<file path="config.mk">
export PLATFORM = sky130hd
export DESIGN_NAME = shiftreg_sipo_flat
export DESIGN_NICKNAME = d
export VERILOG_FILES = /design/src/rtl/shiftreg_sipo_if.sv /design/src/rtl/shiftreg_sipo.sv /design/src/flat_wrapper.sv
export SDC_FILE = /design/constraint.sdc
export NUM_CORES = 1
export LEC_CHECK = 0
export BUFFER_PORTS_ARGS = -buffer_cell sky130_fd_sc_hd__buf_2
export CORE_MARGIN = 2
export CORE_UTILIZATION = 50
export DETAILED_ROUTE_END_ITERATION = 8
export GPL_TIMING_DRIVEN = 0
export PLACE_DENSITY = 0.74
export SLEW_MARGIN = 20
export SYNTH_ARGS = -nofsm -noshare
export SYNTH_HDL_FRONTEND = slang
export SYNTH_SLANG_ARGS = --single-unit
</file>
<file path="constraint.sdc">
create_clock -name reclk -period 1.5 [get_ports reclk]
set_input_delay 0.3 -clock reclk [delete_from_list [all_inputs] [get_ports reclk]]
set_output_delay 0.3 -clock reclk [all_outputs]
set_load 0.02 [all_outputs]
</file>
<file path="src/rtl/shiftreg_sipo_if.sv">
// shiftreg_sipo bus: serial input and freeze control in, parallel word,
// serial out and fill flag back. SHIFTREG_PARITY_EN adds the parity bit.
interface shiftreg_sipo_if #(
  parameter int WIDTH = 16
);
  logic             feclk;
  logic             sin;
  logic [WIDTH-1:0] pout;
  logic             sout;
  logic             full;
`ifdef SHIFTREG_PARITY_EN
  logic             parity;

  modport master (
    output feclk,
    output sin,
    input  pout,
    input  sout,
    input  full,
    input  parity
  );

  modport slave (
    input  feclk,
    input  sin,
    output pout,
    output sout,
    output full,
    output parity
  );
`else
  modport master (
    output feclk,
    output sin,
    input  pout,
    input  sout,
    input  full
  );

  modport slave (
    input  feclk,
    input  sin,
    output pout,
    output sout,
    output full
  );
`endif
endinterface

</file>
<file path="src/rtl/shiftreg_sipo.sv">
// Serial-in parallel-out shift register with freeze, serial out and fill flag.
// Optional SHIFTREG_PARITY_EN adds a registered running XOR of the word.
module shiftreg_sipo #(
  parameter int WIDTH     = 16,
  parameter bit MSB_FIRST = 1'b1
) (
  input  logic            reclk,
  input  logic            rst,
  shiftreg_sipo_if.slave  bus
);

  localparam int CW = $clog2(WIDTH + 1);
  localparam logic [CW-1:0] CMAX = CW'(WIDTH);

  logic [1:0]       rel;
  logic             run;
  logic             shift;
  logic [WIDTH-1:0] pq;
  logic [WIDTH-1:0] pd;
  logic             out_bit;
  logic             sq;
  logic [CW-1:0]    cnt;
  logic [CW-1:0]    cnt_d;
  logic             fq;
  logic             full_d;

  // Release chain: a one walks in after rst falls; shifting opens once
  // it has been captured, i.e. from the second edge after release.
  always_ff @(posedge reclk or posedge rst) begin
    if (rst) begin
      rel <= 2'b00;
    end else begin
      rel <= {rel[0], 1'b1};
    end
  end

  assign run   = |rel;
  assign shift = run & ~bus.feclk;

  // Next word and the bit that falls off the far end.
  generate
    if (MSB_FIRST) begin : g_msb
      always_comb begin
        pd      = {pq[WIDTH-2:0], bus.sin};
        out_bit = pq[WIDTH-1];
      end
    end else begin : g_lsb
      always_comb begin
        pd      = {bus.sin, pq[WIDTH-1:1]};
        out_bit = pq[0];
      end
    end
  endgenerate

  // Saturating fill count; full flag is the registered terminal compare.
  always_comb begin
    cnt_d  = cnt;
    full_d = fq;
    if (cnt != CMAX) begin
      cnt_d = cnt + CW'(1);
    end
    full_d = (cnt_d == CMAX);
  end

  // Data, serial out and fill state advance together on each shift.
  always_ff @(posedge reclk or posedge rst) begin
    if (rst) begin
      pq  <= '0;
      sq  <= 1'b0;
      cnt <= '0;
      fq  <= 1'b0;
    end else if (shift) begin
      pq  <= pd;
      sq  <= out_bit;
      cnt <= cnt_d;
      fq  <= full_d;
    end
  end

  assign bus.pout = pq;
  assign bus.sout = sq;
  assign bus.full = fq;

`ifdef SHIFTREG_PARITY_EN
  logic par_q;

  // Parity tracks the word incrementally: add the new bit, drop the old.
  always_ff @(posedge reclk or posedge rst) begin
    if (rst) begin
      par_q <= 1'b0;
    end else if (shift) begin
      par_q <= par_q ^ bus.sin ^ out_bit;
    end
  end

  assign bus.parity = par_q;
`endif

endmodule

</file>
<file path="src/flat_wrapper.sv">
// flat-port wrapper written by rule: the top's interface ports become plain ports
module shiftreg_sipo_flat 
#(
  parameter int WIDTH     = 16,
  parameter bit MSB_FIRST = 1'b1
)
  (reclk, rst, bus_feclk, bus_sin, bus_pout, bus_sout, bus_full);
  shiftreg_sipo_if #(.WIDTH(WIDTH)) bus_i ();
  input  logic reclk;
  input  logic rst;
  input wire logic [$bits(bus_i.feclk)-1:0] bus_feclk;
  input wire logic [$bits(bus_i.sin)-1:0] bus_sin;
  output wire logic [$bits(bus_i.pout)-1:0] bus_pout;
  output wire logic [$bits(bus_i.sout)-1:0] bus_sout;
  output wire logic [$bits(bus_i.full)-1:0] bus_full;
  assign bus_i.feclk = bus_feclk;
  assign bus_i.sin = bus_sin;
  assign bus_pout = bus_i.pout;
  assign bus_sout = bus_i.sout;
  assign bus_full = bus_i.full;
  shiftreg_sipo #(.WIDTH(WIDTH), .MSB_FIRST(MSB_FIRST)) u_core (.reclk(reclk), .rst(rst), .bus(bus_i));
endmodule
</file>
== Word level (Yosys, flattened, before mapping) ==
Index checks and enable logic that the tools add are counted.

* $add $sub $neg: 1
* Eq/ne operators: 2
* Muxes and demuxes: 1
* Bitwise logic cells: 2
* Reduce and logical (&&, ||, !) cells: 1

{| class="wikitable"
|+ Operator list
! operator !! number
|-
| $add A5 B1 Y5 const B || 1
|-
| $eq A5 B5 Y1 const B || 1
|-
| $mux W5 || 1
|-
| $ne A5 B5 Y1 const B || 1
|-
| $reduce_or A2 Y1 || 1
|-
| $and A1 B1 Y1 || 1
|-
| $not A1 Y1 || 1
|}

* Register bits: 25
* Bits of input ports: 4
* Output and inout bits: 18
* Word-level logic and storage cells: 12

== Depth between registers and ports, before layout ==
* Depth in word-level cells: 3
* Depth in mapped cells: 5
* Depth with buffers taken out: 5

== Worst setup path after synthesis ==
OpenSTA, ideal clock, no wires.

* Kind: register -> register
* Start: reg u_core.cnt[0]
* End: reg u_core.fq (netlist: u_core.bus.full)
* Library setup time: 121 ps
* Arrival time: 1149 ps
* Required time: 1379 ps
* Path slack: 230 ps
* Stages on the path, launching flop included: 5
* Path buffers: 0
* Period minus slack after synthesis: 1270 ps
* Path through: dfrtp_1 -> ha_1 -> a21boi_0 -> o31ai_1 -> a32o_2

* Longest elaborated chain between the ends: 3
* Elaborated cells between the ends (all ways): 4
* Those cells by class: add/sub (1); eq/ne (2); mux (1)

{| class="wikitable"
|+ Ends and longest elaborated chain
! what !! RTL line !! text
|-
| start: declaration || shiftreg_sipo.sv:22 || <nowiki>logic [CW-1:0] cnt;</nowiki>
|-
| start signal: assignment || shiftreg_sipo.sv:75 || <nowiki>cnt <= cnt_d;</nowiki>
|-
| $add A5 B1 Y5 / $ne A5 B5 Y1 (equally long branches) || shiftreg_sipo.sv:60, shiftreg_sipo.sv:59 ||
|-
| $mux W5 * || shiftreg_sipo.sv:59 || <nowiki>if (cnt != CMAX) begin</nowiki>
|-
| $eq A5 B5 Y1 * || shiftreg_sipo.sv:62 || <nowiki>full_d = (cnt_d == CMAX);</nowiki>
|-
| end signal: assignment || shiftreg_sipo.sv:76 || <nowiki>fq <= full_d;</nowiki>
|-
| end: declaration || shiftreg_sipo.sv:24 || <nowiki>logic fq;</nowiki>
|}

Mark *: on every way between the ends. The rest lies on a longest branch, timed or not.
A chain may end at the register's enable or synchronous reset.

== Worst setup path after layout ==
Same ends and word-level chain as after synthesis.

==> impl_metrics.env <==
export IMPL_status="finished, final reports clean"
export IMPL_grt_pass1_vias=775
export IMPL_cp_start_kind="flop"
export IMPL_core_mm2=0.00198
export IMPL_criticalPathCategory="flop to flop"
export IMPL_holdWs_ns=0.155
export IMPL_fin_nets=142
export IMPL_gp_congestion=0.861
export IMPL_dp_hpwl_mm=1.36
export IMPL_final_cell_mix="nand2_1 (54), dfrtp_1 (24), buf_2 (23)"
export IMPL_period_needed_ns=1.38
export IMPL_final_setup_worst_slack_ns=0.121
export IMPL_dieWidth_um=49.9
export IMPL_antenna_left=0
export IMPL_fp_row_count=16
export IMPL_clock_root_buffer="clkbuf_4"
export IMPL_timing_fmax_mhz=725
export IMPL_drive_gt1_share_pct=23.0
export IMPL_fin_skew_ns=0.00341
export IMPL_critPathArrivalTime_ns=1.64
export IMPL_synth_cells=110
export IMPL_cp_max_fo=6
export IMPL_drt_iter0_markers=12
export IMPL_syn_nets=116
export IMPL_gr_usage_all_layers_pct=18.5
export IMPL_dr_pass1_iters=4
export IMPL_cts_buffer_depth=2
export IMPL_initial_core_util_pct=53.1
export IMPL_leakage_nw=0.692
export IMPL_final_core_util_pct=61.5
export IMPL_antenna_found_initial=0
export IMPL_cp_end_kind="flop"
export IMPL_drc=0
export IMPL_synth_seq_cells=25
export IMPL_diodes=0
export IMPL_dp_slack_ns=0.0842
export IMPL_cts_buffers=3
export IMPL_ys_types=25
export IMPL_cts_sinks=25
export IMPL_cap_violations=0
export IMPL_powerDensity_mw_per_mm2=1590
export IMPL_ioPinCount=22
export IMPL_clk_pin_slew_worst_paths_ns=0.13
export IMPL_routed_wirelength_mm=1.91
export IMPL_avgViaCountPerCell=5.14
export IMPL_grt_max_degree=26
export IMPL_dieArea_mm2=0.00249
export IMPL_vdd_ir_drop_max_mv=0.732
export IMPL_clock_latency_ns=0.31
export IMPL_setup_violations=0
export IMPL_worst_slew_pin_slew_ns=0.899
export IMPL_port_buffer_count=21
export IMPL_netlist_area_mm2=0.00105
export IMPL_avgSynthCellArea_um2=9.57
export IMPL_maxSlewViolCount=0
export IMPL_finalSetupTns_ns=0
export IMPL_die_y_um=49.9
export IMPL_yosys_warnings=0
export IMPL_cts_tree="done"
export IMPL_h_tree_depth=1
export IMPL_rsz0062_at_grt="no"
export IMPL_grt_ovfl_total=0
export IMPL_grt_pass1_wl_mm=3.43
export IMPL_hold_path_class="input port to async pin"
export IMPL_finalCritPeriodShare_pct=91.9
export IMPL_yosysSeqAreaShare_pct=59.5
export IMPL_hold_viol_final=0
export IMPL_vias=832
export IMPL_slew_headroom_pct=40.0
export IMPL_crit_required_ns=1.76
export IMPL_final_common_cell="nand2_1"
export IMPL_wl_per_cell_um=11.8
export IMPL_syn_to_final_growth_pct=15.8
## flip-flops by register name (all words and copies together) (netlist names)
| register | count |
|---|---|
| u_core.rel | 2 |
| u_core.cnt | 5 |
| u_core.bus.full | 1 |
| u_core.bus.sout | 1 |
| u_core.bus.pout | 16 |
## worst paths after layout
check                              start            endpoint  slack [ns]  cells past startpoint
min                                  rst  u_core.bus.pout[1]        0.15                      2
max in group asynchronous            rst       u_core.cnt[0]        0.74                      2
min in group reclk               bus_sin  u_core.bus.pout[0]        0.17                      3
max                        u_core.cnt[0]     u_core.bus.full        0.12                      5
min reg2reg                u_core.rel[0]       u_core.rel[1]        0.43                      0
max reg2reg                u_core.cnt[0]     u_core.bus.full        0.12                      5
## logic make-up (layout without fill, tap and decap cells)
logic type	count (synthesis)	count (layout)	synth area share (%)
muxes	1	1	1.07
DFF	25	25	59.5
AOI/OAI and AO/OA	8	8	6.18
other	1	1	0.356
buffers and inverters	7	32	3.09
adders and majority gates	2	2	2.38
xor gates and xnor gates	4	4	3.33
and+or+nand+nor	62	62	24.1
## metrics by stage
step / cell area [µm²] / power [mW] / std cells
after floorplan: 1050 / 1.45 / 110
after global placement: 1190 / 1.62 / 158
after detailed placement: 1190 / 1.66 / 158
after CTS: 1220 / 1.96 / 162
after global routing: 1220 / 2.09 / 162
final: 1220 / 1.94 / 162
## critical path, cell delays in order, from the launching register on
cell,delay (ns)
dfrtp_2,0.44
inv_1,0.07
ha_1,0.21
and3b_1,0.19
o31ai_1,0.21
a32o_2,0.20
## where the power goes
group | switching, mW | internal [mW]
logic | 0.361 | 0.264
clock network | 0.189 | 0.104
registers | 0.179 | 0.842
## cell type report
class / count / area, µm²
Fill cell: 182 / 763
Sequential cell: 25 / 627
Multi-Input combinational cell: 78 / 394
Timing Repair Buffer: 21 / 105
Tap cell: 27 / 33.8
Clock buffer: 4 / 26.3
Buffer: 4 / 21.3
Inverter: 3 / 11.3
## metal layers
| layer | vias to the layer above | routed length [µm] | global-route usage (%) |
|---|---|---|---|
| li1 | 397 | - | - |
| met1 | 403 | 851 | 23.6 |
| met2 | 32 | 946 | 29.6 |
| met3 | 0 | 112 | 3.64 |
| met4 | 0 | 0 | 10.2 |
| met5 | - | 0 | 0 |
## synth_stat cells, drive strengths merged
| master | number | area, µm² |
|---|---|---|
| a21boi | 1 | 7.51 |
| o21bai | 1 | 7.51 |
| and3b | 1 | 8.76 |
| o31ai | 1 | 7.51 |
| xor2 | 1 | 8.76 |
| a32o | 1 | 11.3 |
| inv | 3 | 11.3 |
| nand2 | 54 | 203 |
| o21ba | 1 | 10.0 |
| o2bb2ai | 1 | 8.76 |
| buf | 3 | 17.5 |
| mux2 | 1 | 11.3 |
| nand4 | 2 | 12.5 |
| o21ai | 1 | 5.00 |
| conb | 1 | 3.75 |
| a211oi | 1 | 7.51 |
| dfrtp | 25 | 626 |
| nand3 | 1 | 5.00 |
| xnor2 | 3 | 26.3 |
| nor2b | 1 | 6.26 |
| ha | 2 | 25.0 |
| nand4bb | 1 | 11.3 |
| nor2 | 2 | 7.51 |
| clkbuf | 1 | 3.75 |
## what timing repair did
item	in CTS	in global routing
hold buffers	0	0
setup endpoints to repair	0	1
setup buffers	0	0
resized for setup	0	1
No activity file was read; power rests on OpenSTA's default activity.
